### config.mk
export PLATFORM = sky130hd
export DESIGN_NAME = cordic_operand_queue
export DESIGN_NICKNAME = d
export VERILOG_FILES = /design/src/rtl/cordic_pkg.sv /design/src/rtl/cordic_op_fifo.sv /design/src/rtl/cordic_operand_queue.sv
export SDC_FILE = /design/constraint.sdc
export NUM_CORES = 1
export LEC_CHECK = 0
export CORE_ASPECT_RATIO = 0.5
export CORE_MARGIN = 8
export CORE_UTILIZATION = 45
export DETAILED_ROUTE_END_ITERATION = 16
export HOLD_SLACK_MARGIN = 0.05
export PLACE_DENSITY = 0.61
export SLEW_MARGIN = 20
export SYNTH_ARGS = -nofsm -noshare
export SYNTH_HDL_FRONTEND = slang
export SYNTH_SLANG_ARGS = --single-unit
### constraint.sdc
create_clock -name clk -period 8.7 [get_ports clk]
set_clock_uncertainty 0.1 [all_clocks]
set_input_delay 1.305 -clock clk [delete_from_list [all_inputs] [get_ports clk]]
set_output_delay 1.305 -clock clk [all_outputs]
set_load 0.01 [all_outputs]
### src/rtl/cordic_pkg.sv
// rtl/cordic_pkg.sv - register map, bit positions, mode codes and entry type for the CORDIC operand queue
package cordic_pkg;

  localparam int CORDIC_MAX_W = 32;

  localparam int ADDR_XSTAGE = 0;
  localparam int ADDR_YSTAGE = 1;
  localparam int ADDR_ZSTAGE = 2;
  localparam int ADDR_CTRL   = 3;
  localparam int ADDR_STATUS = 4;

  localparam int CTRL_PUSH_BIT  = 0;
  localparam int CTRL_MODE_BIT  = 1;
  localparam int CTRL_FLUSH_BIT = 2;

  localparam int STAT_EMPTY_BIT = 0;
  localparam int STAT_FULL_BIT  = 1;
  localparam int STAT_OVF_BIT   = 2;
  localparam int STAT_COUNT_LSB = 8;

  localparam logic MODE_ROT = 1'b0;
  localparam logic MODE_VEC = 1'b1;

  // Operands are held sign-extended to the full bus width so readback needs no extra logic.
  typedef struct packed {
    logic [CORDIC_MAX_W-1:0] x;
    logic [CORDIC_MAX_W-1:0] y;
    logic [CORDIC_MAX_W-1:0] z;
    logic                    mode;
  } cordic_entry_t;

endpackage

### src/rtl/cordic_op_fifo.sv
// rtl/cordic_op_fifo.sv - synchronous show-ahead FIFO with push, pop and flush
module cordic_op_fifo #(
  parameter int WIDTH = 97,
  parameter int DEPTH = 4,
  localparam int CNT_W = $clog2(DEPTH + 1)
) (
  input  logic             clk,
  input  logic             rst,
  input  logic             push_i,
  input  logic             pop_i,
  input  logic             flush_i,
  input  logic [WIDTH-1:0] wdata_i,
  output logic [WIDTH-1:0] rdata_o,
  output logic             full_o,
  output logic             empty_o,
  output logic [CNT_W-1:0] count_o
);

  localparam int PTR_W = $clog2(DEPTH);

  logic [WIDTH-1:0] mem_q [DEPTH];
  logic [PTR_W-1:0] wr_ptr_q, wr_ptr_d;
  logic [PTR_W-1:0] rd_ptr_q, rd_ptr_d;
  logic [CNT_W-1:0] count_q, count_d;
  logic             do_push, do_pop;

  assign empty_o = (count_q == '0);
  assign full_o  = (count_q == CNT_W'(DEPTH));
  assign count_o = count_q;
  assign rdata_o = mem_q[rd_ptr_q];

  // A pop frees a slot in the same edge, so a full queue still accepts a concurrent push.
  assign do_pop  = pop_i && !empty_o && !flush_i;
  assign do_push = push_i && (!full_o || do_pop) && !flush_i;

  always_comb begin
    wr_ptr_d = wr_ptr_q;
    rd_ptr_d = rd_ptr_q;
    count_d  = count_q;
    if (flush_i) begin
      wr_ptr_d = '0;
      rd_ptr_d = '0;
      count_d  = '0;
    end else begin
      if (do_push) wr_ptr_d = wr_ptr_q + PTR_W'(1);
      if (do_pop)  rd_ptr_d = rd_ptr_q + PTR_W'(1);
      case ({do_push, do_pop})
        2'b10:   count_d = count_q + CNT_W'(1);
        2'b01:   count_d = count_q - CNT_W'(1);
        default: count_d = count_q;
      endcase
    end
  end

  always_ff @(posedge clk or posedge rst) begin
    if (rst) begin
      wr_ptr_q <= '0;
      rd_ptr_q <= '0;
      count_q  <= '0;
    end else begin
      wr_ptr_q <= wr_ptr_d;
      rd_ptr_q <= rd_ptr_d;
      count_q  <= count_d;
    end
  end

  always_ff @(posedge clk) begin
    if (do_push) mem_q[wr_ptr_q] <= wdata_i;
  end

endmodule

### src/rtl/cordic_operand_queue.sv
// rtl/cordic_operand_queue.sv - bus-programmable staging registers and operand queue feeding the CORDIC core
module cordic_operand_queue
  import cordic_pkg::*;
#(
  parameter int DATA_W = 32,
  parameter int DEPTH  = 4,
  parameter int ADDR_W = 6
) (
  input  logic              clk,
  input  logic              rst,
  input  logic [ADDR_W-1:0] bus_addr,
  input  logic              bus_wr,
  input  logic [31:0]       bus_data_in,
  input  logic              bus_rd,
  output logic [31:0]       bus_data_out,
  output logic              op_valid,
  input  logic              op_ready,
  output logic [DATA_W-1:0] op_x,
  output logic [DATA_W-1:0] op_y,
  output logic [DATA_W-1:0] op_z,
  output logic              op_mode
);

  localparam int ENTRY_W = 3 * DATA_W + 1;
  localparam int CNT_W   = $clog2(DEPTH + 1);

  cordic_entry_t     stage_q, stage_d;
  logic              overflow_q, overflow_d;
  logic [31:0]       rdata_q, rdata_d;
  logic [31:0]       status_word;
  logic [DATA_W-1:0] wr_operand;
  logic              sel_x, sel_y, sel_z, sel_ctrl, sel_status;
  logic              ctrl_wr, push_req, flush_req, pop;
  logic              fifo_full, fifo_empty;
  logic [CNT_W-1:0]  fifo_count;
  logic [ENTRY_W-1:0] push_entry, head_entry;

  assign sel_x      = (bus_addr == ADDR_W'(ADDR_XSTAGE));
  assign sel_y      = (bus_addr == ADDR_W'(ADDR_YSTAGE));
  assign sel_z      = (bus_addr == ADDR_W'(ADDR_ZSTAGE));
  assign sel_ctrl   = (bus_addr == ADDR_W'(ADDR_CTRL));
  assign sel_status = (bus_addr == ADDR_W'(ADDR_STATUS));

  assign wr_operand = bus_data_in[DATA_W-1:0];
  assign ctrl_wr    = bus_wr && sel_ctrl;
  assign flush_req  = ctrl_wr && bus_data_in[CTRL_FLUSH_BIT];
  assign push_req   = ctrl_wr && bus_data_in[CTRL_PUSH_BIT] && !flush_req;
  assign pop        = op_valid && op_ready;

  // The pushed entry carries the mode from this very CTRL write, not the previously staged one.
  assign push_entry = {stage_q.x[DATA_W-1:0], stage_q.y[DATA_W-1:0],
                       stage_q.z[DATA_W-1:0], bus_data_in[CTRL_MODE_BIT]};

  cordic_op_fifo #(
    .WIDTH(ENTRY_W),
    .DEPTH(DEPTH)
  ) u_fifo (
    .clk    (clk),
    .rst    (rst),
    .push_i (push_req),
    .pop_i  (pop),
    .flush_i(flush_req),
    .wdata_i(push_entry),
    .rdata_o(head_entry),
    .full_o (fifo_full),
    .empty_o(fifo_empty),
    .count_o(fifo_count)
  );

  assign op_valid = !fifo_empty;
  assign {op_x, op_y, op_z, op_mode} = head_entry;
  assign bus_data_out = rdata_q;

  always_comb begin
    stage_d = stage_q;
    if (bus_wr) begin
      if (sel_x)    stage_d.x = CORDIC_MAX_W'(signed'(wr_operand));
      if (sel_y)    stage_d.y = CORDIC_MAX_W'(signed'(wr_operand));
      if (sel_z)    stage_d.z = CORDIC_MAX_W'(signed'(wr_operand));
      if (sel_ctrl) stage_d.mode = bus_data_in[CTRL_MODE_BIT];
    end
  end

  // Clear is applied first so a same-cycle rejected push leaves overflow set.
  always_comb begin
    overflow_d = overflow_q;
    if (bus_wr && sel_status && bus_data_in[STAT_OVF_BIT]) overflow_d = 1'b0;
    if (push_req && fifo_full && !pop) overflow_d = 1'b1;
  end

  always_comb begin
    status_word = '0;
    status_word[STAT_EMPTY_BIT] = fifo_empty;
    status_word[STAT_FULL_BIT]  = fifo_full;
    status_word[STAT_OVF_BIT]   = overflow_q;
    status_word[STAT_COUNT_LSB +: 8] = 8'(fifo_count);
  end

  always_comb begin
    rdata_d = rdata_q;
    if (bus_rd) begin
      rdata_d = '0;
      if (sel_x)      rdata_d = stage_q.x;
      if (sel_y)      rdata_d = stage_q.y;
      if (sel_z)      rdata_d = stage_q.z;
      if (sel_ctrl)   rdata_d[CTRL_MODE_BIT] = stage_q.mode;
      if (sel_status) rdata_d = status_word;
    end
  end

  always_ff @(posedge clk or posedge rst) begin
    if (rst) begin
      stage_q    <= '{x: '0, y: '0, z: '0, mode: MODE_ROT};
      overflow_q <= 1'b0;
      rdata_q    <= '0;
    end else begin
      stage_q    <= stage_d;
      overflow_q <= overflow_d;
      rdata_q    <= rdata_d;
    end
  end

endmodule

# After elaboration in Yosys (flattened, before gate mapping)
# Memories as Yosys holds them, arrays and structs flattened.
# Cells that the tools add are included.
[classes]
addsub = 4
n_eq_ne = 7
mux = 15
reduce_logical = 28
[ops]
columns = ["cell", "count"]
rows = [
  ["$mux 32", 4],
  ["$logic_and 1x1->1", 13],
  ["$eq 6x2->1 const B", 2],
  ["$mux 2", 4],
  ["$reduce_and 2->1", 4],
  ["$eq 6x1->1 const B", 1],
  ["$eq 6x3->1 const B", 1],
  ["$logic_not 6->1", 1],
  ["$pmux 3 s2", 1],
  ["$reduce_bool 2->1", 3],
  ["$mux 1", 5],
  ["$add 2x1->2 const B", 2],
  ["$logic_not 1->1", 4],
  ["$add 3x1->3 const B", 1],
  ["$eq 3x3->1 const B", 1],
  ["$logic_not 3->1", 1],
  ["$mux 3", 1],
  ["$reduce_bool 3->1", 1],
  ["$sub 3x1->3 const B", 1],
  ["$eq 2x1->1 const B", 1],
  ["$eq 2x2->1 const B", 1],
  ["$logic_or 1x1->1", 1],
]
[word_totals]
register_bits = 137
mem_bits_rw = 388
in_bits = 43
out_inout_bits = 130
wordCells = 64
n_memories = 1
[mem_list]
columns = ["name", "words", "width", "rd", "rd_clocked_by_memory_dff", "write_ports", "line_no", "rtl"]
rows = [
  ["u_fifo.mem_q", 4, 97, 1, 0, 1, "cordic_op_fifo.sv:21", "logic [WIDTH-1:0] mem_q [DEPTH];"],
]

# Logic depth before layout (Yosys ltp)
[depth]
depth_word = 11
depth_mapped = 8
depth_no_buf = 7

# Hierarchy
# A second synthesis with hierarchy kept.
[unflattened]
cells_unflattened = 994
hier_area_um2 = 20290.7
[by_module_without_submodules]
columns = ["mod", "n_inst", "cells_each", "area_each_um2", "seq_area_each_um2"]
rows = [
  ["cordic_op_fifo", 1, 570, 14511.4, 11826.3],
  ["cordic_operand_queue", 1, 424, 5779.3, 3253.1],
]

# Worst setup path before layout
# No wires, ideal clock.
[synth_timing]
kind = "input to register"
startpoint = "input port bus_addr[2]"
endpoint = "memory u_fifo.mem_q[0][0], enable pin"
setup_ns = 0.467
arrival_ns = 4.786
required_time_ns = 8.133
path_slack_ns = 3.348
path_stages = 6
path_buffers = 2
cell_sequence = "or4_1 buf_2 nor2_2 and3_1 buf_2 and2_1"
[synth_via]
elab_chain_len = 10
elab_cells_between_ends = 12
cone_classes = "1 x eq/ne; 2 x mux; 9 x reduce/logical"
[synth_rtl]
columns = ["item", "line_no", "rtl"]
rows = [
  ["start, declared", "cordic_operand_queue.sv:11", "input logic [ADDR_W-1:0] bus_addr,"],
  ["$eq 6x2->1 (*)", "cordic_operand_queue.sv:41", "assign sel_ctrl = (bus_addr == ADDR_W'(ADDR_CTRL));"],
  ["$logic_and 1x1->1 (*)", "cordic_operand_queue.sv:45", "assign ctrl_wr = bus_wr && sel_ctrl;"],
  ["$logic_and 1x1->1", "cordic_operand_queue.sv:46", "assign flush_req = ctrl_wr && bus_data_in[CTRL_FLUSH_BIT];"],
  ["$logic_not 1->1", "cordic_op_fifo.sv:33, cordic_op_fifo.sv:34, cordic_operand_queue.sv:47", ""],
  ["$logic_and 1x1->1", "cordic_op_fifo.sv:33", "assign do_pop = pop_i && !empty_o && !flush_i;"],
  ["$logic_or 1x1->1", "cordic_op_fifo.sv:34", "assign do_push = push_i && (!full_o || do_pop) && !flush_i;"],
  ["$logic_and 1x1->1", "cordic_op_fifo.sv:34", ""],
  ["$logic_and 1x1->1 (*)", "cordic_op_fifo.sv:34", ""],
  ["$mux 1 (*)", "cordic_op_fifo.sv:68", "if (do_push) mem_q[wr_ptr_q] <= wdata_i;"],
  ["$mux 1 (not written as such) (*)", "cordic_op_fifo.sv:68", ""],
  ["end, declared", "cordic_op_fifo.sv:21", ""],
]
# Mark *: on every way between the ends. The rest lies on a longest branch, timed or not.

# Worst setup path after layout
[layout_timing]
startpoint = "register u_fifo.rd_ptr_q[0]"
endpoint = "output port op_x[13]"
[layout_via]
elab_chain_len = 1
[layout_rtl]
columns = ["item", "line_no", "rtl"]
rows = [
  ["start, declared", "cordic_op_fifo.sv:23", "logic [PTR_W-1:0] rd_ptr_q, rd_ptr_d;"],
  ["start signal, assigned", "cordic_op_fifo.sv:62", "rd_ptr_q <= rd_ptr_d;"],
  ["$mem_v2 4x97", "-", ""],
  ["end, declared", "cordic_operand_queue.sv:18", "output logic [DATA_W-1:0] op_x,"],
]
# No other way between the ends.

==> results by group <==
Outcome
  • Status: finished clean

Placement
  • RePlAce Congestion: 0.7688
  • Post-DP HPWL: 25.36 mm
  • Inst Count DP: 1,664
  • Area post-placement: 0.02223 mm^2
  • Number of buffers added on ports: 172

Global route
  • Number of global-route vias before repair: 10,750
  • Largest net degree at the start of global routing: 71
  • Initial antenna violation count: 0
  • Grt ovf: 0
  • First-pass GRT wire length: 67.83 mm
  • Tot GR Track Use: 0.1723

Cells and area
  • Share of cells above drive strength 1: 0.2019
  • Design Area, Final: 0.02379 mm^2
  • Final Non-Filler Cells: 1,752
  • Util after Layout: 0.5459
  • Area grow syn2layout: 19.69%
  • ANT cells: 0
  • Post-layout nets: 1,174

STA
  • Setup violations, final: 0
  • Max-slew violation count: 0
  • Headroom to the max-slew limit: 0.2832
  • Slew @ Worst Pin: 1.075 ns
  • Post-route minimum period: 4.936 ns
  • Final Hold Viols: 0
  • Tcrit/Tclk final: 0.5674
  • Setup TNS: 0 ns
  • Fmax: 0.2026 GHz
  • RSZ-0062 raised after global routing: no

Critical path
  • Critical-path cell list: buf_4, mux4_2, clkdlybuf4s50_1
  • CP top delay family: buffers and inverters
  • Crit end category: output pin
  • Worst Path Required: 7.30 ns
  • Arrival time of the worst setup path: 3.53 ns
  • Crit path max-delay cell type: dfrtp_4
  • Worst-path fanout max: 43
  • R2R setup slack: 5.56 ns
  • Setup CP Type: flop to output pin
  • Slowest stage delay, CP: 0.92 ns
  • Worst setup SP type: flop
  • WP buf/inv: 2

Synth
  • Syn Area/Cell: 21.17 um^2
  • Synth Area in Simple Gates: 0.01864
  • Mapped Nets: 987
  • EDFF count, synth: 388
  • Synth Area in Adders: 0.003526
  • Synth Area in Compound Gates: 0.03085
  • Largest family of logic cells by synthesized area: multiplexers
  • Post-Synth XOR/XNOR Area: 0.001322
  • Post-synth ARST share: 0.2610
  • Yosys warns: 0
  • Post-synthesis mux area share: 0.1732
  • Synth Register Bits: 525
  • Netlist cell types: 50
  • Sequential share of the synthesized area: 0.7588
  • Mapped Cells: 939
  • Top FF cell, synth: edfxtp_1
  • Mapped Area: 0.01987 mm^2

Floorplanning
  • I/O pins: 173
  • Full die area: 0.05155 mm^2
  • Starting Density: 0.4560
  • Die Y: 164.6 um
  • Core Region: 0.04358 mm^2
  • Die W: 313.2 um
  • Row count: 54

Power
  • Flop pwr share: 0.459
  • Psw: 1.726 mW
  • Sw Ratio: 0.2610
  • Comb pwr share: 0.230
  • Pwr dens: 278.1 mW/mm^2
  • Highest ir drop seen on vdd: 0.1637 mV
  • Pint: 4.888 mW
  • P_leak: 8.517 nW
  • Clock power frac: 0.312

Detailed routing
  • DRC violations left: 0
  • Routed WL per cell: 25.41 um
  • Routed WL: 44.52 mm
  • Routed Antenna Nets: 0
  • Initial DRC count: 780
  • First-pass DRT Iterations: 7
  • Via density: 5.564
  • Vias: 9,748

CTS
  • Post-CTS Setup Inserts: 0
  • Hold-fix buffers, CTS: 0
  • Clock transition at path regs: 0.07 ns
  • Clk_lat worst skew: 0.55 ns
  • CTS tree: built
  • Clock buffer depth: 3
  • Clock sinks: 525
  • Number of H-tree levels: 2
  • Clock Tree Root: clkbuf_16
  • Post-cts sizing count: 0
  • CTS buffer count: 47

Run
  • Maxcap violations: 0

Worst hold path
  • Hold/Removal Path Class: flop to flop
per-stage QoR:
stage / power [mW] / hold WS, ns / setup slack, ns
2_1_floorplan: 3.844 / 0.3693 / 3.348
3_3_place_gp: 4.645 / 0.3969 / 3.470
3_5_place_dp: 4.659 / 0.3954 / 3.442
4_1_cts: 6.725 / 0.4105 / 3.599
5_1_grt: 6.897 / 0.4413 / 3.471
6_report: 6.615 / 0.4134 / 3.764
layout by cell type, fill, tap and decap left out, drive strengths merged, types with 4 or more instances in the layout:
cell type / count
clkbuf: 62
clkinv: 18
a21oi: 27
ha: 4
clkdlybuf4s50: 171
o211ai: 4
nor2: 37
dfrtp: 137
a222oi: 26
a31oi: 5
mux4: 98
o21ai: 6
buf: 16
and2: 5
edfxtp: 388
a221o: 4
mux2: 97
nand2: 14
inv: 6
cells by family (layout without fill, tap and decap cells):
| logic type | count (synthesis) | in the layout |
|---|---|---|
| XOR/XNOR | 3 | 3 |
| multiplexers | 198 | 198 |
| AO/OA/AOI/OAI | 81 | 81 |
| buffers and inverters | 54 | 279 |
| flip-flops | 525 | 525 |
| adder cells (fa/ha/maj) | 5 | 5 |
| AND/OR/NAND/NOR | 73 | 73 |
power by group through the flow:
stage / sequential (mW) / clock, mW / combinational [mW]
after floorplan: 2.96 / 0 / 0.887
after global placement: 3.08 / 0 / 1.57
after detailed placement: 3.09 / 0 / 1.57
after CTS: 3.04 / 2.11 / 1.58
after global routing: 3.06 / 2.22 / 1.62
final: 3.03 / 2.06 / 1.52
registers in the layout (all words and copies together), names as in the netlist:
register and count:
u_fifo.wr_ptr_q 2, stage_q 1, u_fifo.mem_q 388, bus_data_out 32, push_entry 96, u_fifo.rd_ptr_q 2, u_fifo.count_o 3, overflow_q 1
path summary, 6_finish.rpt:
path | from | end | cells after the start
max | u_fifo.rd_ptr_q[0] | op_x[13] | 3
min | stage_q[0] | stage_q[0] | 1
max reg2reg | u_fifo.count_o[0] | u_fifo.mem_q[3][72] | 5
min reg2reg | stage_q[0] | stage_q[0] | 1
max in group asynchronous | rst | u_fifo.rd_ptr_q[1] | 3
min in group asynchronous | rst | push_entry[44] | 2
Yosys cell counts (5+ instances only):
library cell,n,area (um^2)
a21oi_1,27,135.1
a222oi_1,26,260.3
and2_1,5,31.28
buf_1,9,33.78
buf_2,11,55.05
buf_6,6,67.56
clkbuf_1,20,75.07
dfrtp_1,137,3428
edfxtp_1,388,11650
inv_1,5,18.77
mux2_1,66,743.2
mux2_4,30,450.4
mux4_2,98,2207
nand2_1,12,45.04
nor2_1,36,135.1
cell type report:
| type | count | area [um^2] |
|---|---|---|
| Tap cell | 588 | 735.7 |
| Clock inverter | 25 | 207.7 |
| Fill cell | 3357 | 19790 |
| Inverter | 5 | 23.77 |
| Multi-Input combinational cell | 360 | 4544 |
| Timing Repair Buffer | 187 | 1854 |
| Sequential cell | 525 | 15090 |
| Clock buffer | 62 | 1335 |
routing by layer:
metal	track usage	vias to the layer above	routed length [um]
li1	-	4216	-
met1	0.2165	5253	18300
met2	0.3133	220	23520
met3	0.02773	59	1883
met4	0.04389	0	812
met5	0	-	0
Power figures use the tool's default switching activity.
